File: src/rtl/execution_stage_mc_pkg.sv
// Shared definitions for the execute stage: ALU opcodes, operand sources,
// control bundle, NZCV bit positions and multiply FSM states.
package GENERAL_DEFS;

  localparam int DEST_ADDR_W = 4;

  localparam int FLAG_N = 3;
  localparam int FLAG_Z = 2;
  localparam int FLAG_C = 1;
  localparam int FLAG_V = 0;

  typedef enum logic [3:0] {
    ADD, SUB, AND, ORR, EOR, LSL, LSR, MOV, MUL
  } alu_control_signal;

  typedef enum logic [1:0] {
    SRC_REG, SRC_IMM, SRC_ACC
  } alu_input_source;

  typedef struct packed {
    logic                   mem_read;
    logic                   mem_write;
    logic                   reg_write;
    logic                   data_source;
    logic [DEST_ADDR_W-1:0] dest_addr;
  } exe_ctrl_t;

  typedef enum logic [1:0] {
    IDLE, MUL_BUSY, MUL_DONE
  } mul_state_t;

endpackage

File: src/rtl/execution_stage_mc_alu.sv
// Combinational ALU with NZCV generation; flags not produced by an op
// are passed through from flags_in.
module exe_alu
  import GENERAL_DEFS::*;
#(
  parameter int WORD_W = 32
) (
  input  alu_control_signal   op,
  input  logic [WORD_W-1:0]   a,
  input  logic [WORD_W-1:0]   b,
  input  logic [3:0]          flags_in,
  output logic [WORD_W-1:0]   result,
  output logic [3:0]          flags_out
);

  logic [WORD_W:0] sum;
  logic [7:0]      shamt;

  always_comb begin
    sum       = '0;
    result    = '0;
    flags_out = flags_in;
    shamt     = b[7:0];
    unique case (op)
      ADD: begin
        sum               = {1'b0, a} + {1'b0, b};
        result            = sum[WORD_W-1:0];
        flags_out[FLAG_C] = sum[WORD_W];
        flags_out[FLAG_V] = (a[WORD_W-1] == b[WORD_W-1]) && (result[WORD_W-1] != a[WORD_W-1]);
      end
      SUB: begin
        // Two's-complement subtract: carry-out set means no borrow.
        sum               = {1'b0, a} + {1'b0, ~b} + {{WORD_W{1'b0}}, 1'b1};
        result            = sum[WORD_W-1:0];
        flags_out[FLAG_C] = sum[WORD_W];
        flags_out[FLAG_V] = (a[WORD_W-1] != b[WORD_W-1]) && (result[WORD_W-1] != a[WORD_W-1]);
      end
      AND: result = a & b;
      ORR: result = a | b;
      EOR: result = a ^ b;
      LSL: result = (int'(shamt) >= WORD_W) ? '0 : (a << shamt);
      LSR: result = (int'(shamt) >= WORD_W) ? '0 : (a >> shamt);
      MOV: result = b;
      MUL: result = a * b;
      default: result = '0;
    endcase
    flags_out[FLAG_N] = result[WORD_W-1];
    flags_out[FLAG_Z] = (result == '0);
  end

endmodule

File: src/rtl/execution_stage_mc.sv
// Execute stage: operand forwarding, single-cycle ALU ops and a multi-cycle
// multiply FSM feeding one output pipeline register.
module execution_stage_mc
  import GENERAL_DEFS::*;
#(
  parameter int WORD_W     = 32,
  parameter int ADDR_W     = 4,
  parameter int NUM_FWD    = 2,
  parameter int MUL_CYCLES = 4
) (
  input  logic                      clk_i,
  input  logic                      reset_i,
  input  logic                      is_valid_i,
  output logic                      ready_o,
  input  alu_control_signal         alu_op_i,
  input  alu_input_source           src1_sel_i,
  input  alu_input_source           src2_sel_i,
  input  logic                      update_flag_i,
  input  logic [ADDR_W-1:0]         reg_1_addr_i,
  input  logic [ADDR_W-1:0]         reg_2_addr_i,
  input  logic [WORD_W-1:0]         reg_1_data_i,
  input  logic [WORD_W-1:0]         reg_2_data_i,
  input  logic [WORD_W-1:0]         immediate_i,
  input  logic [WORD_W-1:0]         accumulator_i,
  input  logic [NUM_FWD-1:0]        fwd_en_i,
  input  logic [NUM_FWD*ADDR_W-1:0] fwd_addr_i,
  input  logic [NUM_FWD*WORD_W-1:0] fwd_data_i,
  input  exe_ctrl_t                 ctrl_i,
  input  logic                      flush_i,
  input  logic                      downstream_ready_i,
  output logic                      is_valid_o,
  output exe_ctrl_t                 ctrl_o,
  output logic [WORD_W-1:0]         alu_result_o,
  output logic [WORD_W-1:0]         reg_2_data_o,
  output logic [3:0]                flags_o
);

  localparam int CNT_W = 5;
  localparam logic [CNT_W-1:0] CNT_LAST = CNT_W'(MUL_CYCLES - 1);

  mul_state_t        state;
  logic [CNT_W-1:0]  cnt;
  logic [WORD_W-1:0] fwd_1, fwd_2, op_1, op_2;
  logic [WORD_W-1:0] mul_a, mul_b, mul_r2;
  exe_ctrl_t         mul_ctrl;
  logic              mul_uf;

  alu_control_signal alu_op;
  logic [WORD_W-1:0] alu_a, alu_b, alu_res;
  logic [3:0]        alu_flags;

  logic              accept, mul_finish, wr_now, wr_uf;
  exe_ctrl_t         wr_ctrl;
  logic [WORD_W-1:0] wr_r2;

  // Scan from the oldest source down so the youngest match wins.
  always_comb begin
    fwd_1 = reg_1_data_i;
    fwd_2 = reg_2_data_i;
    for (int unsigned i = 0; i < NUM_FWD; i++) begin
      if (fwd_en_i[NUM_FWD-1-i] &&
          fwd_addr_i[(NUM_FWD-1-i)*ADDR_W +: ADDR_W] == reg_1_addr_i)
        fwd_1 = fwd_data_i[(NUM_FWD-1-i)*WORD_W +: WORD_W];
      if (fwd_en_i[NUM_FWD-1-i] &&
          fwd_addr_i[(NUM_FWD-1-i)*ADDR_W +: ADDR_W] == reg_2_addr_i)
        fwd_2 = fwd_data_i[(NUM_FWD-1-i)*WORD_W +: WORD_W];
    end
  end

  always_comb begin
    unique case (src1_sel_i)
      SRC_IMM: op_1 = immediate_i;
      SRC_ACC: op_1 = accumulator_i;
      default: op_1 = fwd_1;
    endcase
    unique case (src2_sel_i)
      SRC_IMM: op_2 = immediate_i;
      SRC_ACC: op_2 = accumulator_i;
      default: op_2 = fwd_2;
    endcase
  end

  assign ready_o = (state == IDLE) && (!is_valid_o || downstream_ready_i) && !flush_i;
  assign accept  = is_valid_i && ready_o;

  // The shared ALU sees live operands when idle and the latched multiply otherwise.
  always_comb begin
    alu_op  = (state == IDLE) ? alu_op_i : MUL;
    alu_a   = (state == IDLE) ? op_1 : mul_a;
    alu_b   = (state == IDLE) ? op_2 : mul_b;
    wr_ctrl = (state == IDLE) ? ctrl_i : mul_ctrl;
    wr_r2   = (state == IDLE) ? fwd_2 : mul_r2;
    wr_uf   = (state == IDLE) ? update_flag_i : mul_uf;
  end

  // A finished multiply hands off only on a cycle the consumer is ready.
  assign mul_finish = ((state == MUL_BUSY) && (cnt == CNT_LAST)) || (state == MUL_DONE);
  assign wr_now     = (accept && (alu_op_i != MUL)) || (mul_finish && downstream_ready_i);

  exe_alu #(.WORD_W(WORD_W)) u_alu (
    .op        (alu_op),
    .a         (alu_a),
    .b         (alu_b),
    .flags_in  (flags_o),
    .result    (alu_res),
    .flags_out (alu_flags)
  );

  always_ff @(posedge clk_i or posedge reset_i) begin
    if (reset_i) begin
      state        <= IDLE;
      cnt          <= '0;
      is_valid_o   <= 1'b0;
      ctrl_o       <= '0;
      alu_result_o <= '0;
      reg_2_data_o <= '0;
      flags_o      <= '0;
      mul_a        <= '0;
      mul_b        <= '0;
      mul_r2       <= '0;
      mul_ctrl     <= '0;
      mul_uf       <= 1'b0;
    end else if (flush_i) begin
      state      <= IDLE;
      cnt        <= '0;
      is_valid_o <= 1'b0;
    end else begin
      if (wr_now) begin
        is_valid_o   <= 1'b1;
        ctrl_o       <= wr_ctrl;
        alu_result_o <= alu_res;
        reg_2_data_o <= wr_r2;
        if (wr_uf) flags_o <= alu_flags;
      end else if (downstream_ready_i) begin
        is_valid_o <= 1'b0;
      end
      unique case (state)
        IDLE: begin
          if (accept && (alu_op_i == MUL)) begin
            state    <= MUL_BUSY;
            cnt      <= '0;
            mul_a    <= op_1;
            mul_b    <= op_2;
            mul_r2   <= fwd_2;
            mul_ctrl <= ctrl_i;
            mul_uf   <= update_flag_i;
          end
        end
        MUL_BUSY: begin
          if (cnt == CNT_LAST) state <= downstream_ready_i ? IDLE : MUL_DONE;
          else                 cnt   <= cnt + CNT_W'(1);
        end
        MUL_DONE: begin
          if (downstream_ready_i) state <= IDLE;
        end
        default: state <= IDLE;
      endcase
    end
  end

endmodule

File: config.mk
export PLATFORM = sky130hd
export DESIGN_NAME = execution_stage_mc
export DESIGN_NICKNAME = d
export VERILOG_FILES = /design/src/rtl/execution_stage_mc_pkg.sv /design/src/rtl/execution_stage_mc_alu.sv /design/src/rtl/execution_stage_mc.sv
export SDC_FILE = /design/constraint.sdc
export NUM_CORES = 2
export LEC_CHECK = 0
export ABC_AREA = 0
export BUFFER_PORTS_ARGS = -buffer_cell sky130_fd_sc_hd__buf_2
export CORE_MARGIN = 1.5
export CORE_UTILIZATION = 25
export DETAILED_ROUTE_END_ITERATION = 6
export SLEW_MARGIN = 20
export SYNTH_ARGS = -nofsm -noshare
export SYNTH_HDL_FRONTEND = slang
export SYNTH_SLANG_ARGS = --single-unit
File: constraint.sdc
create_clock -name clk_i -period 12.3 [get_ports clk_i]
set_input_delay 0.615 -clock clk_i [delete_from_list [all_inputs] [get_ports clk_i]]
set_output_delay 0.615 -clock clk_i [all_outputs]
set_load 0.01 [all_outputs]
==> flow_metrics.py <==
metrics = {
    "routing": {
        "firstDrtPassIters": 6,
        "drt-vias-per-instance": 5.552,
        "drtIter0Drc": 4322,
        "vias": 36380,
        "wl_per_cell_um": 27.70,
        "wirelength_um": 181500,
        "ant_nets": 0,
        "drc": 0,
    },
    "worst_setup_path": {
        "max_stage_delay_ps": 730,
        "reg2reg_slack_ps": 910,
        "cp-end-kind": "register",
        "cp.required_ps": 12670,
        "crit_fanout": 14,
        "crit_arrival_ps": 11830,
        "cp_common_cell": "fa_1",
        "cp_slowest_cell": "o21ai_1",
        "crit_type": "primary input to register",
        "critPathLaunchType": "primary input",
    },
    "clock_network": {
        "cts-root-buf": "clkbuf_16",
        "tritoncts": "done",
        "cts_buffer_depth": 2,
        "ctsResizeCount": 0,
        "post_cts_buffers": 0,
        "hold_buffers": 0,
        "clock_latency_ps": 480,
        "cts.sinks": 189,
        "clk_pin_slew_ps": 80,
        "h-tree-depth": 4,
        "cts_made_buffers": 17,
    },
    "place": {
        "hpwl_um": 145400,
        "place_area_um2": 39410,
        "preCtsSetupSlack_ps": 720.2,
        "gp_congestion": 1.035,
        "numPortBuffers": 309,
    },
    "sta": {
        "finalCritPeriodShare_pct": 93.19,
        "maxSlewViolCount": 0,
        "rsz0062_at_grt": "false",
        "clock.fmax_mhz": 87.24,
        "period_needed_ps": 11460,
        "worst_slack_ps": 837.2,
        "final-hold-violation-count": 0,
        "setup_viol": 0,
        "clock_skew_ps": 13.44,
        "slew_headroom_pct": 14.15,
        "tightestPinTransition_ps": 1278,
        "setup_tns_ps": 0,
    },
    "grt": {
        "grt_max_degree": 119,
        "grt_use_total_pct": 25.08,
        "grt_pass1_vias": 35610,
        "gr-total-overflow": 0,
        "antenna_found_initial": 4,
        "grt_pass1_wl_um": 260300,
    },
    "logic_synthesis": {
        "synth_edf_count": 0,
        "ys_seq_elements": 189,
        "synth_top_area_share_pct": 23.33,
        "yosysSeqAreaShare_pct": 13.44,
        "ys_types": 108,
        "synthTopCellsByCount": "nor2_1 (671), nand2_1 (490), inv_1 (447)",
        "synth_area_per_cell_um2": 7.941,
        "syn_nets": 5297,
        "ys.flop_type": "dfrtp_1",
        "ys_warn_count": 0,
        "syn-cell-area_um2": 35190,
        "syn_inst": 4431,
        "yosys.cell_count.top_type": "nor2_1",
        "synth-async-reset-ratio_pct": 100.0,
        "yosys-top-cells-area": "fa_1 (23%), dfrtp_1 (13%), ha_1 (8.0%)",
        "yosysTopAreaCell": "fa_1",
    },
    "floorplanning": {
        "die_w_um": 378.2,
        "core_um2": 139500,
        "initial_utilization_pct": 25.22,
        "die_h_um": 378.2,
        "dieArea_um2": 143000,
        "rows": 137,
        "ioPinCount": 310,
    },
    "layout": {
        "syn_to_final_growth_pct": 13.89,
        "nets": 5526,
        "stdcell_area_um2": 40070,
        "layout-drive-gt1-share_pct": 15.17,
    },
    "run": {
        "cap_violations": 0,
    },
    "status": {
        "outcome": "finished, final reports clean",
    },
    "hold_path": {
        "hp-class": "primary input to async pin",
    },
}
area by class of cell:
| class | instances | area (µm²) |
|---|---|---|
| antenna | 4 | 10.01 |
| clock buffer | 17 | 425.4 |
| clock inverter | 15 | 193.9 |
| fill | 15130 | 99460 |
| inverter | 477 | 1804 |
| multi-input combinational | 3464 | 27470 |
| sequential | 189 | 4730 |
| tap | 1876 | 2347 |
| timing repair buffer | 511 | 3095 |
sequential cells by signal (all words and copies together), names as in the netlist, 4 cells and up:
register,cells
alu_result_o,32
mul_a,32
mul_b,32
mul_r2,32
reg_2_data_o,32
ctrl_o,8
mul_ctrl,8
cnt,5
flags_o,4
cell usage in the layout (no fill, tap or decap), types with 19 or more instances in the layout:
cell type	count
buf_2	309
o211ai_1	31
a221o_1	23
nand2_1	490
ha_1	222
xnor2_1	86
clkinv_1	21
nor2_1	664
a211oi_1	39
o221ai_1	35
a31oi_1	78
nand4_1	21
mux2i_1	90
a21oi_1	211
a21o_1	30
nand3_1	76
xor2_1	19
a221oi_1	41
and3_1	27
fa_1	410
o22ai_1	33
a22oi_1	71
o21ai_0	234
buf_4	200
o31ai_1	24
dfrtp_1	189
inv_1	446
mux2_2	61
nor3_1	85
or3_1	21
routing by layer:
layer	GRT usage (%)	up-vias	wire, µm
met5	0	-	19
met4	14.31	2	12590
met2	38.77	2181	79770
li1	-	15520	-
met1	32.62	18180	72800
met3	4.782	491	16320
metrics by stage:
stage | instances | utilization, % | hold slack (ps)
2_1_floorplan | 4431 | - | 448.4
6_report | 6553 | 28.72 | 287.2
3_3_place_gp | 6516 | 28.24 | 460.4
4_1_cts | 6548 | 28.69 | 369.7
5_1_grt | 6549 | 28.71 | 367.1
3_5_place_dp | 6516 | 28.24 | 466.8
cells by family after synthesis:
kind of cell / count (synthesis) / synth area share [%]
adder cells (fa/ha/maj): 634 / 31.29
multiplexers: 164 / 5.248
XOR/XNOR: 108 / 2.806
AO/OA/AOI/OAI: 1059 / 20.21
flip-flops: 189 / 13.44
AND/OR/NAND/NOR: 1499 / 18.09
buffers and inverters: 778 / 8.914
worst max-delay path, delay by kind of cell:
kind | cells | cell delay (ps)
fa+ha+maj | 10 | 4110
compound gates | 13 | 4080
buf+inv | 5 | 730
xor+xnor | 2 | 390
simple gates | 6 | 1860
path summary, 6_finish.rpt:
| kind | from | cells past startpoint | endpoint |
|---|---|---|---|
| max reg2reg | state[1] | 36 | flags_o[2] |
| max in group asynchronous | reset_i | 3 | mul_ctrl[4] |
| min reg2reg | mul_a[18] | 2 | mul_a[18] |
| min | reset_i | 2 | reg_2_data_o[28] |
| min in group clk_i | ctrl_i[4] | 3 | ctrl_o[4] |
| max | reg_2_addr_i[1] | 36 | flags_o[2] |
Power is left out: the tool's default activity adds up to more than one toggle a clock period on the data nets, which glitch-free logic cannot reach.
